File: config.mk
export PLATFORM = sky130hd
export DESIGN_NAME = montacargas_n
export DESIGN_NICKNAME = d
export VERILOG_FILES = /design/src/rtl/montacargas_n.sv
export SDC_FILE = /design/constraint.sdc
export NUM_CORES = 1
export LEC_CHECK = 0
export CAP_MARGIN = 30
export CORE_MARGIN = 4
export CORE_UTILIZATION = 30
export CTS_CLUSTER_SIZE = 25
export DETAILED_ROUTE_END_ITERATION = 8
export GPL_TIMING_DRIVEN = 0
export PLACE_DENSITY_LB_ADDON = 0.05
export SYNTH_ARGS = -nofsm -noshare
export SYNTH_HDL_FRONTEND = slang
export SYNTH_SLANG_ARGS = --single-unit
File: constraint.sdc
create_clock -name clk -period 2.4 [get_ports clk]
set_input_delay 0.48 -clock clk [delete_from_list [all_inputs] [get_ports clk]]
set_output_delay 0.48 -clock clk [all_outputs]
set_load 0.02 [all_outputs]
File: src/rtl/montacargas_n.sv
// montacargas_n: N-floor freight-elevator controller.
// Homes the cabin to floor 0 after reset, latches call buttons into a
// pending-request register and serves them in SCAN order (keep direction
// while requests remain ahead, then reverse). Holds the door open for a
// timed interval and traps endstop/travel faults in a sticky FAULT state.
// Every output is a register; o_dbg_state exposes the FSM state.
module montacargas_n #(
    parameter int FLOORS       = 4,
    parameter int DOOR_TICKS   = 8,
    parameter int MOVE_TIMEOUT = 50,
    parameter int FW           = $clog2(FLOORS)
) (
    input  logic              clk,
    input  logic              rst,
    input  logic [FLOORS-1:0] btn,
    input  logic [FLOORS-1:0] endstop,
    output logic [1:0]        motor,
    output logic [FW-1:0]     floor_idx,
    output logic [6:0]        disp_7seg,
    output logic [FLOORS-1:0] pending,
    output logic              door_open,
    output logic              fault,
    output logic [2:0]        o_dbg_state
);

    localparam int DCW = $clog2(DOOR_TICKS + 1);
    localparam int MCW = $clog2(MOVE_TIMEOUT + 1);

    localparam logic [1:0] MOTOR_STOP = 2'b00;
    localparam logic [1:0] MOTOR_UP   = 2'b01;
    localparam logic [1:0] MOTOR_DOWN = 2'b10;

    typedef enum logic [2:0] {
        S_HOME  = 3'd0,
        S_IDLE  = 3'd1,
        S_UP    = 3'd2,
        S_DOWN  = 3'd3,
        S_DOOR  = 3'd4,
        S_FAULT = 3'd5
    } state_t;

    state_t             r_state;
    logic [1:0]         r_motor;
    logic [FW-1:0]      r_floor;
    logic [6:0]         r_disp;
    logic [FLOORS-1:0]  r_pending;
    logic               r_door;
    logic               r_fault;
    logic               r_last_dir;   // 1 = up, 0 = down
    logic [DCW-1:0]     r_door_cnt;
    logic [MCW-1:0]     r_move_cnt;

    logic               w_multi;
    logic               w_any;
    logic [FW-1:0]      w_k;
    logic [FLOORS-1:0]  w_floor_mask;
    logic               w_btn_here;
    logic               w_arrive;
    logic               w_hit;
    logic               w_above;
    logic               w_below;
    logic               w_go_up;
    logic               w_go_down;
    logic               w_moving;
    logic               w_progress;
    logic               w_timeout;
    logic [FLOORS-1:0]  w_latch_move;
    logic [FLOORS-1:0]  w_latch_stopped;

    // 7-segment {g,f,e,d,c,b,a} pattern for digits 1..9
    function automatic logic [6:0] seg_decode(input logic [3:0] d);
        case (d)
            4'd1:    seg_decode = 7'b0000110;
            4'd2:    seg_decode = 7'b1011011;
            4'd3:    seg_decode = 7'b1001111;
            4'd4:    seg_decode = 7'b1100110;
            4'd5:    seg_decode = 7'b1101101;
            4'd6:    seg_decode = 7'b1111101;
            4'd7:    seg_decode = 7'b0000111;
            4'd8:    seg_decode = 7'b1111111;
            4'd9:    seg_decode = 7'b1101111;
            default: seg_decode = 7'b0000000;
        endcase
    endfunction

    // Endstop decode, current-floor mask and requests above/below the cabin
    always_comb begin
        w_k          = '0;
        w_floor_mask = '0;
        w_above      = 1'b0;
        w_below      = 1'b0;
        for (int i = 0; i < FLOORS; i++) begin
            if (endstop[i]) w_k = FW'(i);
            if (FW'(i) == r_floor) w_floor_mask[i] = 1'b1;
            if (r_pending[i] && (FW'(i) > r_floor)) w_above = 1'b1;
            if (r_pending[i] && (FW'(i) < r_floor)) w_below = 1'b1;
        end
    end

    // Several endstops at once is physically impossible: treat as fault
    assign w_multi    = |(endstop & (endstop - FLOORS'(1)));
    assign w_any      = |endstop;
    assign w_arrive   = w_any && !w_multi && (w_k != r_floor);
    assign w_hit      = |(r_pending & endstop);
    assign w_btn_here = |(btn & w_floor_mask);

    // SCAN: keep the last direction while requests lie ahead
    assign w_go_up   = r_last_dir ? w_above : (!w_below && w_above);
    assign w_go_down = r_last_dir ? (!w_above && w_below) : w_below;

    // A press at the floor the cabin stands at opens the door instead of latching
    assign w_latch_move    = r_pending | btn;
    assign w_latch_stopped = r_pending | (btn & ~w_floor_mask);

    // Travel watchdog: motor on without reaching a fresh endstop
    assign w_moving   = (r_motor != MOTOR_STOP);
    assign w_progress = (((r_state == S_UP) || (r_state == S_DOWN)) && w_arrive) ||
                        ((r_state == S_HOME) && endstop[0] && !w_multi);
    assign w_timeout  = w_moving && !w_progress &&
                        (r_move_cnt == MCW'(MOVE_TIMEOUT - 1));

    // Main controller FSM with registered outputs
    always_ff @(posedge clk) begin
        if (rst) begin
            r_state    <= S_HOME;
            r_motor    <= MOTOR_STOP;
            r_floor    <= '0;
            r_disp     <= 7'b0000110;
            r_pending  <= '0;
            r_door     <= 1'b0;
            r_fault    <= 1'b0;
            r_last_dir <= 1'b1;
            r_door_cnt <= '0;
            r_move_cnt <= '0;
        end else begin
            r_disp <= seg_decode(4'(r_floor) + 4'd1);
            if (!w_moving || w_progress) r_move_cnt <= '0;
            else                         r_move_cnt <= r_move_cnt + 1'b1;

            if (w_multi || w_timeout) begin
                r_state <= S_FAULT;
                r_motor <= MOTOR_STOP;
                r_door  <= 1'b0;
                r_fault <= 1'b1;
            end else begin
                case (r_state)
                    S_HOME: begin
                        r_pending <= '0;
                        if (endstop[0]) begin
                            r_state <= S_IDLE;
                            r_motor <= MOTOR_STOP;
                            r_floor <= '0;
                        end else begin
                            r_motor <= MOTOR_DOWN;
                        end
                    end
                    S_IDLE: begin
                        r_pending <= w_latch_stopped;
                        if (w_btn_here) begin
                            r_state    <= S_DOOR;
                            r_door     <= 1'b1;
                            r_door_cnt <= '0;
                        end else if (w_go_up) begin
                            r_state    <= S_UP;
                            r_last_dir <= 1'b1;
                            r_motor    <= MOTOR_UP;
                        end else if (w_go_down) begin
                            r_state    <= S_DOWN;
                            r_last_dir <= 1'b0;
                            r_motor    <= MOTOR_DOWN;
                        end
                    end
                    S_UP, S_DOWN: begin
                        r_pending <= w_latch_move;
                        if (w_arrive) begin
                            r_floor <= w_k;
                            if (w_hit) begin
                                r_pending  <= w_latch_move & ~endstop;
                                r_motor    <= MOTOR_STOP;
                                r_door     <= 1'b1;
                                r_door_cnt <= '0;
                                r_state    <= S_DOOR;
                            end else if (((r_state == S_UP) && (w_k == FW'(FLOORS - 1))) ||
                                         ((r_state == S_DOWN) && (w_k == '0))) begin
                                r_motor <= MOTOR_STOP;
                                r_state <= S_IDLE;
                            end
                        end
                    end
                    S_DOOR: begin
                        r_pending <= w_latch_stopped;
                        r_motor   <= MOTOR_STOP;
                        if (w_btn_here) begin
                            r_door_cnt <= '0;
                        end else if (r_door_cnt == DCW'(DOOR_TICKS - 1)) begin
                            r_door     <= 1'b0;
                            r_door_cnt <= '0;
                            if (w_go_up) begin
                                r_state    <= S_UP;
                                r_last_dir <= 1'b1;
                                r_motor    <= MOTOR_UP;
                            end else if (w_go_down) begin
                                r_state    <= S_DOWN;
                                r_last_dir <= 1'b0;
                                r_motor    <= MOTOR_DOWN;
                            end else begin
                                r_state <= S_IDLE;
                            end
                        end else begin
                            r_door_cnt <= r_door_cnt + 1'b1;
                        end
                    end
                    S_FAULT: begin
                        r_motor <= MOTOR_STOP;
                        r_door  <= 1'b0;
                        r_fault <= 1'b1;
                    end
                    default: r_state <= S_HOME;
                endcase
            end
        end
    end

    assign motor       = r_motor;
    assign floor_idx   = r_floor;
    assign disp_7seg   = r_disp;
    assign pending     = r_pending;
    assign door_open   = r_door;
    assign fault       = r_fault;
    assign o_dbg_state = r_state;

endmodule

==> impl_metrics.env <==
export IMPL_setup_violations=0
export IMPL_insertion_delay_ns=0.28
export IMPL_hold_path_class="flip-flop to flip-flop"
export IMPL_placed_area_um2=2220
export IMPL_async_reset_ff_share_pct=0
export IMPL_syn_area_um2=1850
export IMPL_max_freq_mhz=428
export IMPL_first_pass_iters=4
export IMPL_cts_buffer_depth=2
export IMPL_antenna_found_initial=0
export IMPL_critPathBufInv=1
export IMPL_min_period_over_period_pct=97.3
export IMPL_yosysTopAreaCell="dfxtp_1"
export IMPL_area_delta_synth_final_pct=33.7
export IMPL_gp_congestion=0.902
export IMPL_pwr_density_cell_nw_per_um2=479
export IMPL_synth_top_area_share_pct=32.4
export IMPL_crit_top_cell="a21oi_2"
export IMPL_drc=0
export IMPL_overflow=0
export IMPL_cts_tree="done"
export IMPL_dieArea_um2=7500
export IMPL_cts_htree_levels=2
export IMPL_coreArea_um2=5960
export IMPL_crit_arrival_ns=2.55
export IMPL_hold_viol=0
export IMPL_crit_slowest_cell="or4_4"
export IMPL_drv_cap=0
export IMPL_drive_gt1_share_pct=18.2
export IMPL_peakVddDrop_v=0.000210
export IMPL_io_pins=30
export IMPL_stdcell_area_um2=2480
export IMPL_viasPerCell=5.32
export IMPL_worstPathCellList="clkinvlp_4 > or3_4 > a41oi_4 > a21oi_2 > a221o_1 > or4_4 > a21oi_2"
export IMPL_setup_worst_path_end_class="flip-flop"
export IMPL_synth_nets=251
export IMPL_dr_total_vias=1856
export IMPL_core_rowCount=28
export IMPL_ant_nets=0
export IMPL_grt_max_degree=11
export IMPL_die_h_um=86.6
export IMPL_critPathLaunch="floor_idx[0]$_SDFFE_PP0P_"
export IMPL_synth_cells=231
export IMPL_clkSlewWorstSetupHoldPaths_ns=0.06
export IMPL_fin_skew_ns=0.00537
export IMPL_critPathLaunchType="flip-flop"
export IMPL_clock_root_buffer="clkbuf_8"
export IMPL_grt_pass1_vias=1750
export IMPL_ctsHoldBuffers=0
export IMPL_synth_top_flop_cell="dfxtp_1"
export IMPL_synth_area_top_cells="dfxtp_1 32%, ha_1 6.8%, nor2_1 6.3%, a21oi_1 5.7%, nand2_1 3.4%"
export IMPL_clock_sink_count=30
export IMPL_report_final_slew_viol_count=0
export IMPL_crit_family="simple AND/OR/NAND/NOR gates"
export IMPL_start_util_pct=31.1
export IMPL_drt_iter0_drc=226
export IMPL_synth_area_per_cell_um2=8.02
export IMPL_grt_pass1_wl_um=8620
export IMPL_slowest_delay_ns=0.52
export IMPL_ys_seq_elements=30
export IMPL_r2r_start="floor_idx[0]$_SDFFE_PP0P_"
export IMPL_r2r_slack_ns=0.07
export IMPL_critPathKind="flip-flop to flip-flop"
export IMPL_n_fill_cell=615
export IMPL_yosysWarnings=0
export IMPL_relSlewSlack_pct=60.8
export IMPL_fin_crit_ns=2.33
export IMPL_synth_seq_area_share_pct=32.4
export IMPL_cp_required_ns=2.61
export IMPL_rsz0062_at_grt="true"
export IMPL_diodes=0
export IMPL_p_leak_nw=0.893
export IMPL_synth_edff_count=0
export IMPL_min_from="r_move_cnt[0]$_SDFF_PP0_"
export IMPL_fin_hold_ws_ns=0.461
export IMPL_outcome="finished, final reports clean"
export IMPL_fin_nets=295
export IMPL_wire_per_inst_um=15.1
export IMPL_cp_max_fo=6
export IMPL_tightestPinTransition_ns=0.588
export IMPL_wl_um=5280
export IMPL_multi_input_area_um2=1250
export IMPL_grt_total_usage_pct=14.7
export IMPL_setup_tns_ns=0
export IMPL_die_w_um=86.6
export IMPL_hpwl_um=3970
export IMPL_io_buffers=26
export IMPL_yosysUniqueCellTypes=55
export IMPL_regArea_um2=608
export IMPL_cts_made_buffers=5
## cells in the final DEF (no fill, tap or decap), drive strengths merged, types with 3 or more instances in the layout
master,count
or3,4
dfxtp,30
nor3,8
ha,10
nor2b,4
clkdlybuf4s50,24
buf,14
o211ai,3
a31oi,3
clkbuf,15
nand3,4
nor3b,3
a21oi,23
a32oi,4
xnor2,3
nand2b,4
nor4,3
nor2,31
mux2i,6
a22oi,6
inv,10
o21ai,9
nand2,17
## final cells by class
| cell class | count | area share [%] |
|---|---|---|
| multi-input combinational | 178 | 50.5 |
| buffer | 11 | 2.32 |
| inverter | 12 | 1.97 |
| sequential | 30 | 24.5 |
| clock buffer | 6 | 3.33 |
| timing repair buffer | 37 | 13.6 |
| tap | 75 | 3.79 |
## final timing paths
check                              to  depth (start not counted)
min          r_move_cnt[0]$_SDFF_PP0_                          1
min reg2reg  r_move_cnt[0]$_SDFF_PP0_                          1
max reg2reg     motor[0]$_SDFFE_PP0P_                          7
max             motor[0]$_SDFFE_PP0P_                          7
## cells by family (layout without fill, tap and decap cells)
| kind of cell | after synthesis | after routing | synth area share, % |
|---|---|---|---|
| AND/OR/NAND/NOR | 90 | 90 | 25.2 |
| flip-flops | 30 | 30 | 32.4 |
| AO/OA/AOI/OAI | 67 | 67 | 25.1 |
| adder cells (fa/ha/maj) | 10 | 10 | 6.75 |
| buffers and inverters | 23 | 66 | 5.00 |
| XOR/XNOR | 5 | 5 | 2.36 |
| multiplexers | 6 | 6 | 3.24 |
## metal layers
layer	global-route usage [%]	vias to the layer above	share of wire (%)	wire [µm]
met5	0	-	0	0
met2	22.0	64	44	2310
met1	20.0	853	49	2580
li1	-	926	-	-
met3	3.80	13	5.5	293
met4	6.09	0	1.9	98
## registers in the layout, summed over array words and instances (netlist names), 2 cells and up
register,count
r_move_cnt,6
o_dbg_state,3
disp_7seg,6
pending,4
floor_idx,2
r_door_cnt,4
motor,2
## through the flow
step / std cells / power (mW) / setup WS, ns / util [%]
2_1_floorplan: 231 / 0.696 / 0.00673 / -
5_1_grt: 349 / 1.26 / -0.0135 / 41.6
4_1_cts: 342 / 1.20 / 0.00483 / 39.7
3_5_place_dp: 332 / 0.778 / -0.686 / 37.3
6_report: 349 / 1.19 / 0.0654 / 41.6
3_3_place_gp: 332 / 0.781 / -0.727 / 37.3
## synth_stat cells, drive strengths merged, types with 4 or more instances
cell and n:
or3 4, a22oi 6, nand2 17, nand3 4, nand2b 4, mux2i 6, clkbuf 9, nor2 31
a32oi 4, nor2b 4, o21ai 9, ha 10, a21oi 23, dfxtp 30, nor3 8, inv 11
## worst register-to-register path, stage by stage, from the launching register on
cell	delay, ns
dfxtp_4	0.38
clkinvlp_4	0.17
or3_4	0.37
a41oi_4	0.31
a21oi_2	0.11
a221o_1	0.29
or4_4	0.52
a21oi_2	0.11
## power by group
part / leakage, nW / internal (mW) / switching (mW)
clock network: 0.0431 / 0.221 / 0.179
logic: 0.604 / 0.106 / 0.151
registers: 0.245 / 0.509 / 0.0192
## what timing repair did
action | 4_1_cts | 5_1_grt
setup endpoints to repair | 20 | 15
pin swaps | 2 | 8
buffers inserted | 4 | 7
gates resized for setup | 11 | 16
(Power assumes the default switching activity.)
